**config.mk**
```make
export PLATFORM = sky130hd
export DESIGN_NAME = lcd_frame_writer_flat
export DESIGN_NICKNAME = d
export VERILOG_FILES = /design/src/rtl/lcd_frame_writer_pkg.sv /design/src/rtl/lcd_frame_writer_if.sv /design/src/rtl/lcd_frame_writer_byte_tx.sv /design/src/rtl/lcd_frame_writer.sv /design/src/flat_wrapper.sv
export SDC_FILE = /design/constraint.sdc
export NUM_CORES = 1
export LEC_CHECK = 0
export BUFFER_PORTS_ARGS = -buffer_cell sky130_fd_sc_hd__buf_2
export CORE_MARGIN = 4
export CORE_UTILIZATION = 55
export CTS_CLUSTER_SIZE = 14
export DETAILED_ROUTE_END_ITERATION = 8
export PLACE_DENSITY = 0.81
export REMOVE_ABC_BUFFERS = 1
export SLEW_MARGIN = 20
export SYNTH_ARGS = -nofsm -noshare
export SYNTH_HDL_FRONTEND = slang
export SYNTH_SLANG_ARGS = --single-unit
```
**constraint.sdc**
```tcl
create_clock -name clk -period 3.2 [get_ports clk]
set_input_delay 0.8 -clock clk [delete_from_list [all_inputs] [get_ports clk]]
set_output_delay 0.8 -clock clk [all_outputs]
set_load 0.01 [all_outputs]
```
**src/rtl/lcd_frame_writer_pkg.sv**
```systemverilog
`default_nettype none
// ============================================================================
//  Module      : lcd_pkg
//  Description : Shared types and constants for the 16x2 HD44780 frame
//                writer: top-level FSM states, byte-transmitter phases,
//                controller command bytes and a counter-width helper.
//  Revision    : 1.0  initial release
// ============================================================================
package lcd_pkg;

    // Top-level sequencing states
    typedef enum logic [3:0] {
        ST_POWERUP    = 4'd0,
        ST_INIT_FUNC  = 4'd1,
        ST_INIT_DISP  = 4'd2,
        ST_INIT_CLEAR = 4'd3,
        ST_INIT_ENTRY = 4'd4,
        ST_IDLE       = 4'd5,
        ST_ADDR_TOP   = 4'd6,
        ST_WR_TOP     = 4'd7,
        ST_ADDR_BOT   = 4'd8,
        ST_WR_BOT     = 4'd9
    } state_t;

    // Phases of one byte transaction; TX_PWR is the post-reset idle wait
    typedef enum logic [2:0] {
        TX_PWR   = 3'd0,
        TX_IDLE  = 3'd1,
        TX_SETUP = 3'd2,
        TX_EN    = 3'd3,
        TX_WAIT  = 3'd4
    } tx_phase_t;

    // HD44780 command bytes
    localparam logic [7:0] LCD_FUNC_SET = 8'h38;  // 8-bit bus, 2 lines, 5x8
    localparam logic [7:0] LCD_DISP_ON  = 8'h0C;  // display on, no cursor
    localparam logic [7:0] LCD_CLEAR    = 8'h01;  // clear display (long wait)
    localparam logic [7:0] LCD_ENTRY    = 8'h06;  // increment, no shift
    localparam logic [7:0] LCD_ROW0     = 8'h80;  // DDRAM address 0x00
    localparam logic [7:0] LCD_ROW1     = 8'hC0;  // DDRAM address 0x40

    // Width of a down-counter that must hold (largest count - 1)
    function automatic int cnt_width(input int a, input int b, input int c,
                                     input int d, input int e);
        int m;
        m = a;
        if (b > m) m = b;
        if (c > m) m = c;
        if (d > m) m = d;
        if (e > m) m = e;
        return (m < 2) ? 1 : $clog2(m);
    endfunction

endpackage
`default_nettype wire

```
**src/rtl/lcd_frame_writer_if.sv**
```systemverilog
`default_nettype none
// ============================================================================
//  Module      : lcd_frame_writer_if
//  Description : Bundle between the host display stage (row buffers in) and
//                the LCD pins / status out of the frame writer.
//                master = host side, slave = frame writer.
//  Revision    : 1.0  initial release
// ============================================================================
interface lcd_frame_writer_if;
    logic [127:0] top;
    logic [127:0] bottom;
    logic         lcd_en;
    logic         lcd_rs;
    logic         lcd_rw;
    logic [7:0]   lcd_data;
    logic         busy;
    logic         frame_done;

    modport master (
        output top, bottom,
        input  lcd_en, lcd_rs, lcd_rw, lcd_data, busy, frame_done
    );

    modport slave (
        input  top, bottom,
        output lcd_en, lcd_rs, lcd_rw, lcd_data, busy, frame_done
    );
endinterface
`default_nettype wire

```
**src/rtl/lcd_frame_writer_byte_tx.sv**
```systemverilog
`default_nettype none
// ============================================================================
//  Module      : lcd_byte_tx
//  Description : One HD44780 write cycle: RS/DATA setup with E low, E pulse,
//                then a post-pulse execution wait (long after clear-display).
//                Also times the power-up idle after reset, so the whole design
//                has a single cycle counter. done pulses on the last cycle of
//                the power-up wait and of every transaction.
//  Revision    : 1.0  initial release
// ============================================================================
module lcd_byte_tx
    import lcd_pkg::*;
#(
    parameter int SETUP_CYC   = 2,
    parameter int EN_CYC      = 12,
    parameter int CMD_CYC     = 600,
    parameter int CLEAR_CYC   = 24000,
    parameter int POWERUP_CYC = 240000
) (
    input  wire logic       clk,
    input  wire logic       nRst,
    input  wire logic       start_i,
    input  wire logic       rs_i,
    input  wire logic [7:0] data_i,
    input  wire logic       long_wait_i,
    output logic            done_o,
    output logic            lcd_en_o,
    output logic            lcd_rs_o,
    output logic [7:0]      lcd_data_o
);

    localparam int CNT_W = cnt_width(SETUP_CYC, EN_CYC, CMD_CYC, CLEAR_CYC, POWERUP_CYC);

    localparam logic [CNT_W-1:0] SETUP_LD = CNT_W'(SETUP_CYC - 1);
    localparam logic [CNT_W-1:0] EN_LD    = CNT_W'(EN_CYC - 1);
    localparam logic [CNT_W-1:0] CMD_LD   = CNT_W'(CMD_CYC - 1);
    localparam logic [CNT_W-1:0] CLEAR_LD = CNT_W'(CLEAR_CYC - 1);
    localparam logic [CNT_W-1:0] PWR_LD   = CNT_W'(POWERUP_CYC - 1);
    localparam logic [CNT_W-1:0] CNT_ONE  = CNT_W'(1);

    tx_phase_t        phase_q, phase_d;
    logic [CNT_W-1:0] cnt_q, cnt_d;
    logic             rs_q, rs_d;
    logic [7:0]       data_q, data_d;
    logic             long_q, long_d;
    logic             w_cnt_zero;

    assign w_cnt_zero = (cnt_q == '0);

    // Phase sequencing and counter reload; RS/DATA latched only at start
    always_comb begin
        phase_d = phase_q;
        cnt_d   = cnt_q;
        rs_d    = rs_q;
        data_d  = data_q;
        long_d  = long_q;
        case (phase_q)
            TX_PWR: begin
                if (w_cnt_zero) phase_d = TX_IDLE;
                else            cnt_d   = cnt_q - CNT_ONE;
            end
            TX_IDLE: begin
                if (start_i) begin
                    phase_d = TX_SETUP;
                    cnt_d   = SETUP_LD;
                    rs_d    = rs_i;
                    data_d  = data_i;
                    long_d  = long_wait_i;
                end
            end
            TX_SETUP: begin
                if (w_cnt_zero) begin
                    phase_d = TX_EN;
                    cnt_d   = EN_LD;
                end else begin
                    cnt_d   = cnt_q - CNT_ONE;
                end
            end
            TX_EN: begin
                if (w_cnt_zero) begin
                    phase_d = TX_WAIT;
                    cnt_d   = long_q ? CLEAR_LD : CMD_LD;
                end else begin
                    cnt_d   = cnt_q - CNT_ONE;
                end
            end
            TX_WAIT: begin
                if (w_cnt_zero) phase_d = TX_IDLE;
                else            cnt_d   = cnt_q - CNT_ONE;
            end
            default: phase_d = TX_IDLE;
        endcase
    end

    // State registers; reset restarts the power-up wait with pins low
    always_ff @(posedge clk or negedge nRst) begin
        if (!nRst) begin
            phase_q <= TX_PWR;
            cnt_q   <= PWR_LD;
            rs_q    <= 1'b0;
            data_q  <= 8'h00;
            long_q  <= 1'b0;
        end else begin
            phase_q <= phase_d;
            cnt_q   <= cnt_d;
            rs_q    <= rs_d;
            data_q  <= data_d;
            long_q  <= long_d;
        end
    end

    assign done_o     = ((phase_q == TX_PWR) || (phase_q == TX_WAIT)) && w_cnt_zero;
    assign lcd_en_o   = (phase_q == TX_EN);
    assign lcd_rs_o   = rs_q;
    assign lcd_data_o = data_q;

endmodule
`default_nettype wire

```
**src/rtl/lcd_frame_writer.sv**
```systemverilog
`default_nettype none
// ============================================================================
//  Module      : lcd_frame_writer
//  Description : Initialises a 16x2 HD44780 LCD (8-bit, write-only) and then
//                repeatedly snapshots the two 128-bit ASCII rows and streams
//                them to DDRAM. Column 0 of each row is the MSB byte.
//                Optional macro LCD_CHANGE_ONLY_EN: hold in IDLE until the
//                row inputs differ from the last written snapshot.
//  Revision    : 1.0  initial release
// ============================================================================
module lcd_frame_writer
    import lcd_pkg::*;
#(
    parameter int SETUP_CYC   = 2,
    parameter int EN_CYC      = 12,
    parameter int CMD_CYC     = 600,
    parameter int CLEAR_CYC   = 24000,
    parameter int POWERUP_CYC = 240000
) (
    input  wire logic      clk,
    input  wire logic      nRst,
    lcd_frame_writer_if.slave bus
);

    state_t         state_q, state_d;
    logic           issue_q, issue_d;       // start this state's byte now
    logic [3:0]     col_q, col_d;
    logic [255:0]   snap_q;
    logic           frame_done_q, frame_done_d;

    logic           w_capture;
    logic           w_go;
    logic           w_start;
    logic           w_rs;
    logic [7:0]     w_data;
    logic           w_long;
    logic           w_done;
    logic [127:0]   w_row;
    logic [7:0]     w_col_byte;

    // Column c of a row sits at bits [8*(15-c) +: 8]; 15-c is ~c for 4 bits
    assign w_row      = (state_q == ST_WR_BOT) ? snap_q[127:0] : snap_q[255:128];
    assign w_col_byte = w_row[{~col_q, 3'b000} +: 8];

`ifdef LCD_CHANGE_ONLY_EN
    logic diff_q;
    logic first_q;

    // Registered change detect against the last written frame
    always_ff @(posedge clk or negedge nRst) begin
        if (!nRst) begin
            diff_q  <= 1'b0;
            first_q <= 1'b1;
        end else begin
            diff_q  <= ({bus.top, bus.bottom} != snap_q);
            if (w_capture) first_q <= 1'b0;
        end
    end

    assign w_go = first_q | diff_q;
`else
    assign w_go = 1'b1;
`endif

    // Next-state and byte selection; a new byte starts the cycle after done
    always_comb begin
        state_d      = state_q;
        issue_d      = 1'b0;
        col_d        = col_q;
        frame_done_d = 1'b0;
        w_capture    = 1'b0;
        w_start      = issue_q;
        w_rs         = 1'b0;
        w_data       = 8'h00;
        w_long       = 1'b0;
        case (state_q)
            ST_POWERUP: begin
                w_start = 1'b0;
                if (w_done) begin
                    state_d = ST_INIT_FUNC;
                    issue_d = 1'b1;
                end
            end
            ST_INIT_FUNC: begin
                w_data = LCD_FUNC_SET;
                if (w_done) begin
                    state_d = ST_INIT_DISP;
                    issue_d = 1'b1;
                end
            end
            ST_INIT_DISP: begin
                w_data = LCD_DISP_ON;
                if (w_done) begin
                    state_d = ST_INIT_CLEAR;
                    issue_d = 1'b1;
                end
            end
            ST_INIT_CLEAR: begin
                w_data = LCD_CLEAR;
                w_long = 1'b1;
                if (w_done) begin
                    state_d = ST_INIT_ENTRY;
                    issue_d = 1'b1;
                end
            end
            ST_INIT_ENTRY: begin
                w_data = LCD_ENTRY;
                if (w_done) state_d = ST_IDLE;
            end
            ST_IDLE: begin
                // The row-0 address byte is launched from IDLE itself so
                // IDLE doubles as that transaction's start cycle
                w_data  = LCD_ROW0;
                w_start = w_go;
                if (w_go) begin
                    state_d   = ST_ADDR_TOP;
                    w_capture = 1'b1;
                end
            end
            ST_ADDR_TOP: begin
                w_data = LCD_ROW0;
                if (w_done) begin
                    state_d = ST_WR_TOP;
                    issue_d = 1'b1;
                end
            end
            ST_WR_TOP: begin
                w_rs   = 1'b1;
                w_data = w_col_byte;
                if (w_done) begin
                    col_d   = col_q + 4'd1;
                    issue_d = 1'b1;
                    if (col_q == 4'd15) state_d = ST_ADDR_BOT;
                end
            end
            ST_ADDR_BOT: begin
                w_data = LCD_ROW1;
                if (w_done) begin
                    state_d = ST_WR_BOT;
                    issue_d = 1'b1;
                end
            end
            ST_WR_BOT: begin
                w_rs   = 1'b1;
                w_data = w_col_byte;
                if (w_done) begin
                    col_d = col_q + 4'd1;
                    if (col_q == 4'd15) begin
                        state_d      = ST_IDLE;
                        frame_done_d = 1'b1;
                    end else begin
                        issue_d = 1'b1;
                    end
                end
            end
            default: begin
                state_d = ST_POWERUP;
                w_start = 1'b0;
            end
        endcase
    end

    // FSM, column counter, frame_done pulse and row snapshot
    always_ff @(posedge clk or negedge nRst) begin
        if (!nRst) begin
            state_q      <= ST_POWERUP;
            issue_q      <= 1'b0;
            col_q        <= 4'd0;
            frame_done_q <= 1'b0;
            snap_q       <= '0;
        end else begin
            state_q      <= state_d;
            issue_q      <= issue_d;
            col_q        <= col_d;
            frame_done_q <= frame_done_d;
            if (w_capture) snap_q <= {bus.top, bus.bottom};
        end
    end

    lcd_byte_tx #(
        .SETUP_CYC   (SETUP_CYC),
        .EN_CYC      (EN_CYC),
        .CMD_CYC     (CMD_CYC),
        .CLEAR_CYC   (CLEAR_CYC),
        .POWERUP_CYC (POWERUP_CYC)
    ) u_byte_tx (
        .clk         (clk),
        .nRst        (nRst),
        .start_i     (w_start),
        .rs_i        (w_rs),
        .data_i      (w_data),
        .long_wait_i (w_long),
        .done_o      (w_done),
        .lcd_en_o    (bus.lcd_en),
        .lcd_rs_o    (bus.lcd_rs),
        .lcd_data_o  (bus.lcd_data)
    );

    assign bus.lcd_rw     = 1'b0;
    assign bus.busy       = (state_q != ST_IDLE);
    assign bus.frame_done = frame_done_q;

endmodule
`default_nettype wire

```
**src/flat_wrapper.sv**
```systemverilog
// flat-port wrapper written by rule: the top's interface ports become plain ports
module lcd_frame_writer_flat import lcd_pkg::*;
#(
    parameter int SETUP_CYC   = 2,
    parameter int EN_CYC      = 12,
    parameter int CMD_CYC     = 600,
    parameter int CLEAR_CYC   = 24000,
    parameter int POWERUP_CYC = 240000
)
  (clk, nRst, bus_top, bus_bottom, bus_lcd_en, bus_lcd_rs, bus_lcd_rw, bus_lcd_data, bus_busy, bus_frame_done);
  lcd_frame_writer_if bus_i ();
  input  wire logic clk;
  input  wire logic nRst;
  input wire logic [$bits(bus_i.top)-1:0] bus_top;
  input wire logic [$bits(bus_i.bottom)-1:0] bus_bottom;
  output wire logic [$bits(bus_i.lcd_en)-1:0] bus_lcd_en;
  output wire logic [$bits(bus_i.lcd_rs)-1:0] bus_lcd_rs;
  output wire logic [$bits(bus_i.lcd_rw)-1:0] bus_lcd_rw;
  output wire logic [$bits(bus_i.lcd_data)-1:0] bus_lcd_data;
  output wire logic [$bits(bus_i.busy)-1:0] bus_busy;
  output wire logic [$bits(bus_i.frame_done)-1:0] bus_frame_done;
  assign bus_i.top = bus_top;
  assign bus_i.bottom = bus_bottom;
  assign bus_lcd_en = bus_i.lcd_en;
  assign bus_lcd_rs = bus_i.lcd_rs;
  assign bus_lcd_rw = bus_i.lcd_rw;
  assign bus_lcd_data = bus_i.lcd_data;
  assign bus_busy = bus_i.busy;
  assign bus_frame_done = bus_i.frame_done;
  lcd_frame_writer #(.SETUP_CYC(SETUP_CYC), .EN_CYC(EN_CYC), .CMD_CYC(CMD_CYC), .CLEAR_CYC(CLEAR_CYC), .POWERUP_CYC(POWERUP_CYC)) u_core (.clk(clk), .nRst(nRst), .bus(bus_i));
endmodule
```
==> metrics, run 1 <==
Leak=0.007827 µW; core area=0.02525 mm²; Yosys warnings=0; Total Nets Final=2148; Rows=58; H-tree levels=1; register area share after synthesis=52.69%; # fillers=2076; Worst Path Max Fanout=21; measured slew at the worst slew-check pin=814.1 ps; placer congestion estimate=0.8344; commonest non-fill, non-tap cells in the layout=nand2_1 (844), dfrtp_1 (281), buf_2 (268), nor2_1 (65); status=finished, final reports clean; Netlist Area Pre-Place=0.01414 mm²; Post-Synthesis Cells=1655; Finished Layout Cells=2236; CTS resizes=0; clk buf depth=3; Slew HR=45.73%; critical path required time=2400 ps; vias in the first global route=12530; drt total wl=40140 µm; Global Route Usage Sum=28.04%; Multi-input gate area=0.006257 mm²; RSZ-0062 raised after global routing=no; period utilization=91.24%; Tot Pwr=7596 µW; TritonCTS clock tree=built; power density cells=449.6 mW/mm²; Post-CTS Setup Inserts=0; Fin Setup TNS=0 ps; Final ANT Viol Nets=0; drt wl/cell=17.95 µm; WP data arrival=2120 ps; clock latency on the worst-skew pair=570 ps; die area=0.02833 mm²; clock sinks=297; HPWL Detailed=28310 µm; kind of end point of the critical path=output pin; hold buffers post-CTS=0; via count=12390; largest net degree at the start of global routing=175; FMAX=342.5 MHz; DRT iter0 DRCs=972; max-slew violations=0; Num CTS Buffers=31; post-synth cell types=71; register area=0.007452 mm²; global-route wire length before repair=64500 µm; min Tclk post-route=2920 ps; Die X=168.3 µm; ys flop type=dfrtp_1; crit start category=flip-flop; setup violators final=0; initial core utilization=55.98%; GRT overflow=0; drt first pass iters=5; met1 GRT Util=38.72%; GRT met3 Usage=4.438%; clock root buffer=clkbuf_16; Top Ports=271; Async SR Flop Fraction=100.0%; commonest non-fill, non-tap cell in the layout=nand2_1; Max Cap Violations=0; Vias per Instance=5.542; EDFF count, synth=0; Post-Place Cells=2184; met2 usage in global routing=45.20%; worst vdd ir=0.0003901 V; synthesized area per cell=8.542 µm²; residual DRC count=0; Final Hold Viols=0; initial antenna violation count=0; layout cells sized above 1=22.25%; Port Buffer Count=269; clock-pin slew of the registers on the worst-case setup and hold paths=60 ps; Hold WC Path Type=in -> async; Clock Skew=7.586 ps; Synth Register Bits=297; Syn-to-layout area delta=19.51%; GR peak layer=met2; Final Hold Slack=157.1 ps; Die Y-Extent=168.3 µm; crit path kind=reg -> out; # diodes=0
[power by group]
group          internal [µW]  total, µW  leakage, µW  switching (µW)
sequential              3760       3760      0.00273               0
clock                   2090       3580     0.000495            1490
combinational            123        258      0.00460             135
total                   5970       7600      0.00783            1630
[sequential cells by signal, summed over array words and instances (netlist names)]
name	count
u_core.issue_q	1
u_core.u_byte_tx.long_q	1
u_core.u_byte_tx.lcd_rs_o	1
u_core.bus.frame_done	1
u_core.col_q	4
u_core.snap_q	256
u_core.state_q	4
u_core.u_byte_tx.phase_q	3
u_core.u_byte_tx.lcd_data_o	8
u_core.u_byte_tx.cnt_q	18
[Yosys cell counts (3+ instances only)]
cell type / count / share of area (%)
o31a_1: 4 / 0.25
nor2b_1: 8 / 0.35
a211oi_1: 6 / 0.32
or3_1: 4 / 0.18
o22ai_1: 14 / 0.62
nor3_1: 21 / 0.74
a221oi_1: 3 / 0.19
dfrtp_1: 284 / 50
and3_1: 6 / 0.27
o22a_1: 3 / 0.19
or4_1: 3 / 0.16
clkbuf_1: 85 / 2.3
and2_1: 6 / 0.27
nand3_1: 26 / 0.92
inv_1: 14 / 0.37
mux2_2: 10 / 0.80
a22o_1: 3 / 0.19
o2bb2ai_1: 3 / 0.19
a21oi_1: 24 / 0.85
xnor2_1: 3 / 0.19
o211ai_1: 6 / 0.32
ha_1: 3 / 0.27
nor4_1: 11 / 0.49
dfstp_2: 13 / 2.4
a2bb2oi_1: 3 / 0.19
o32ai_1: 4 / 0.25
nor3b_1: 5 / 0.27
o221ai_1: 5 / 0.31
nand2_1: 844 / 22
nand4_1: 15 / 0.66
nand2b_1: 5 / 0.22
mux2i_1: 18 / 1.3
mux4_2: 31 / 4.9
o21ai_0: 22 / 0.78
a32oi_1: 6 / 0.37
buf_1: 6 / 0.16
buf_2: 11 / 0.39
a31oi_1: 8 / 0.35
nor2_1: 65 / 1.7
o2111ai_1: 5 / 0.31
[final cells by class]
class,instances,area share [%]
sequential,297,44.11
tap,330,2.444
timing repair buffer,304,10.10
inverter,14,0.3555
clock buffer,42,5.250
clock inverter,10,0.7109
multi-input combinational,1239,37.03
[through the flow]
stage	util, %	area, µm²	setup slack (ps)
finish	66.90	16900	280.3
global route	66.90	16900	174.1
CTS	66.90	16900	277.7
detailed placement	62.92	15890	371.2
global placement	62.92	15890	393.0
floorplan	-	13720	-9314
[per-layer routing]
metal  vias to the layer above  wire length (µm)
met5                         -                 0
li1                       5894                 -
met2                       486             19110
met4                         0              1717
met3                       105              2687
met1                      5908             16620
[critical path: stages (launching register included)]
cell and delay [ps]:
dfrtp_1 700, nor2b_1 200, buf_4 150, and3_4 250, inv_8 90, buf_2 150
[kinds of logic (layout without fill, tap and decap cells)]
kind of cell,Yosys count,count (layout),synth area share (%)
simple gates,1032,1032,29.41
xor+xnor,4,4,0.2479
buf+inv,119,370,3.345
fa+ha+maj,3,3,0.2655
flops,297,297,52.69
other cells,1,1,0.02653
compound gates,140,140,7.010
mux,59,59,7.009
[final timing paths]
kind / from / to / slack, ps / cells after the start
max reg2reg: u_core.state_q[2]$_DFFE_PN0P_ / u_core.u_byte_tx.lcd_data_o[2]$_DFFE_PN0P_ / 340 / 6
min in group clk: bus_bottom[34] / u_core.snap_q[34]$_DFFE_PN0P_ / 420 / 3
max in group asynchronous: nRst / u_core.u_byte_tx.cnt_q[17]$_DFFE_PN1P_ / 2170 / 2
max: u_core.state_q[2]$_DFFE_PN0P_ / bus_busy / 280 / 5
min: nRst / u_core.snap_q[255]$_DFFE_PN0P_ / 160 / 1
min reg2reg: u_core.snap_q[17]$_DFFE_PN0P_ / u_core.snap_q[17]$_DFFE_PN0P_ / 470 / 2
No activity file was read; power rests on OpenSTA's default activity.
==> run 2: changes to the inputs <==
CORE_UTILIZATION = 40   (was 55)
PLACE_DENSITY = not set   (was 0.81)
PLACE_DENSITY_LB_ADDON = 0.1   (was not set)
clock period = 3.8 ns   (was 3.2 ns; I/O delays follow)
==> run 2 against run 1 <==
Critical path depth is 1 lower. Critical path type unchanged. Highest routed layer unchanged. Global-route usage is 6.3 points lower. Design area is 1.2% higher. Power is 13% lower. Combinational power is 15% lower.
==> metrics, run 2 (same netlist as run 1, synthesis figures left out) <==
met2 usage in global routing=36.08%; slowest CP cell=dfrtp_1; peak per-stage delay on the critical path=570 ps; Die X=196 µm; vias in the first global route=12240; DRT iter0 DRCs=714; WP data arrival=2060 ps; crit path kind=reg -> out; commonest non-fill, non-tap cell in the layout=nand2_1; period utilization=79.19%; # diodes=0; max-slew violations=0; commonest non-fill, non-tap cells in the layout=nand2_1 (844), dfrtp_1 (281), buf_2 (268), nor2_1 (65), clkbuf_16 (37); core area=0.03471 mm²; GRT met3 Usage=3.074%; Top Ports=271; via count=12000; critical path, cell by cell=inv_1 -> nor2_1 -> and2_1 -> buf_2; clock-pin slew of the registers on the worst-case setup and hold paths=60 ps; FMAX=332.3 MHz; Rows=68; DP Worst Slack=757.8 ps; Biggest register=u_core.snap_q; placer congestion estimate=0.8764; initial antenna violation count=0; crit start category=flip-flop; Final Hold Viols=0; clock latency on the worst-skew pair=510 ps; clock root buffer=clkbuf_16; Hold WC Path Type=in -> async; largest net degree at the start of global routing=260; kind of end point of the critical path=output pin; setup violators final=0; HPWL Detailed=29160 µm; Fin Setup TNS=0 ps; worst vdd ir=0.0003248 V; measured slew at the worst slew-check pin=971.0 ps; Final Hold Slack=468.2 ps; clk buf depth=3; clock sinks=297; Post-CTS Setup Inserts=0; drt wl/cell=17.96 µm; GRT overflow=0; Num CTS Buffers=34; initial core utilization=40.73%; Leak=0.007832 µW; RSZ-0062 raised after global routing=no; GR peak layer=met2; Global Route Usage Sum=21.70%; status=finished, final reports clean; residual DRC count=0; drt total wl=42300 µm; min Tclk post-route=3009 ps; CTS resizes=0; drt first pass iters=5; Syn-to-layout area delta=20.96%; TritonCTS clock tree=built; Final WS setup=790.9 ps; die area=0.03842 mm²; global-route wire length before repair=67250 µm; power density cells=386.3 mW/mm²; Total Nets Final=2139; hold buffers post-CTS=0; critical path required time=2850 ps; Final ANT Viol Nets=0; Tot Pwr=6607 µW; Vias per Instance=5.096; Max Cap Violations=0; H-tree levels=2; Die Y-Extent=196 µm; Largest register FFs=256; Port Buffer Count=269; met1 GRT Util=30.34%; layout cells sized above 1=21.89%; Slew HR=35.03%; # fillers=3484; Clock Skew=13.19 ps; Worst Path Max Fanout=12
-- run 2: cell count changes in the layout (fill, tap and decap cells not counted) --
cell        before  now
buf_16           0    2
clkbuf_8         7    9
clkbuf_1         4    6
clkinvlp_4       2    1
inv_16           1    0
buf_4           28   14
clkbuf_16       31   37
bufinv_16        2    0
-- run 2: worst max-delay path, delay by kind of cell (launching register included) --
kind / cells / cell delay [ps]
flops: 1 / 570
simple gates: 2 / 690
buf+inv: 2 / 280
-- run 2: path summary, 6_finish.rpt --
kind / depth (start not counted) / startpoint / slack [ps] / to
min in group clk: 2 / u_core.snap_q[173]$_DFFE_PN0P_ / 470 / u_core.snap_q[173]$_DFFE_PN0P_
worst max-delay path: 4 / u_core.u_byte_tx.phase_q[1]$_DFFE_PN0P_ / 790 / bus_lcd_en
worst min register to register: 2 / u_core.snap_q[173]$_DFFE_PN0P_ / 470 / u_core.snap_q[173]$_DFFE_PN0P_
max in group asynchronous: 2 / nRst / 2350 / u_core.snap_q[204]$_DFFE_PN0P_
worst max register to register: 6 / u_core.state_q[2]$_DFFE_PN0P_ / 790 / u_core.u_byte_tx.lcd_data_o[2]$_DFFE_PN0P_
worst min-delay path: 1 / nRst / 470 / u_core.snap_q[91]$_DFFE_PN0P_
-- run 2: power breakdown --
part           switching [µW]  internal [µW]  leakage [µW]  total, µW
Combinational             115            105       0.00456        220
Clock                    1280           1940      0.000547       3220
Sequential                  0           3160       0.00273       3160
Total                    1400           5210       0.00783       6610
-- run 2: per-stage QoR --
| step | util, % | instance area (µm²) | std cells |
|---|---|---|---|
| floorplan | - | 13720 | 1550 |
| global placement | 45.92 | 15940 | 2295 |
| detailed placement | 45.92 | 15940 | 2295 |
| CTS | 49.10 | 17050 | 2353 |
| global route | 49.26 | 17100 | 2355 |
| finish | 49.26 | 17100 | 2355 |
-- run 2: cell type report --
type,instances,area [µm²],share of cell area (%)
flip-flops and latches,297,7452,43.58
well taps,455,569.3,3.329
inverters,14,60.06,0.3512
repair buffers,292,1657,9.688
clock inverters,6,32.53,0.1902
clock buffers,52,1072,6.271
multi-input cells,1239,6257,36.59
-- run 2: metal layers --
| metal | vias up | part of all wire, % |
|---|---|---|
| met5 | - | 0 |
| met4 | 0 | 2.1 |
| met3 | 45 | 4.8 |
| met2 | 293 | 48 |
| met1 | 5792 | 45 |
| li1 | 5871 | - |
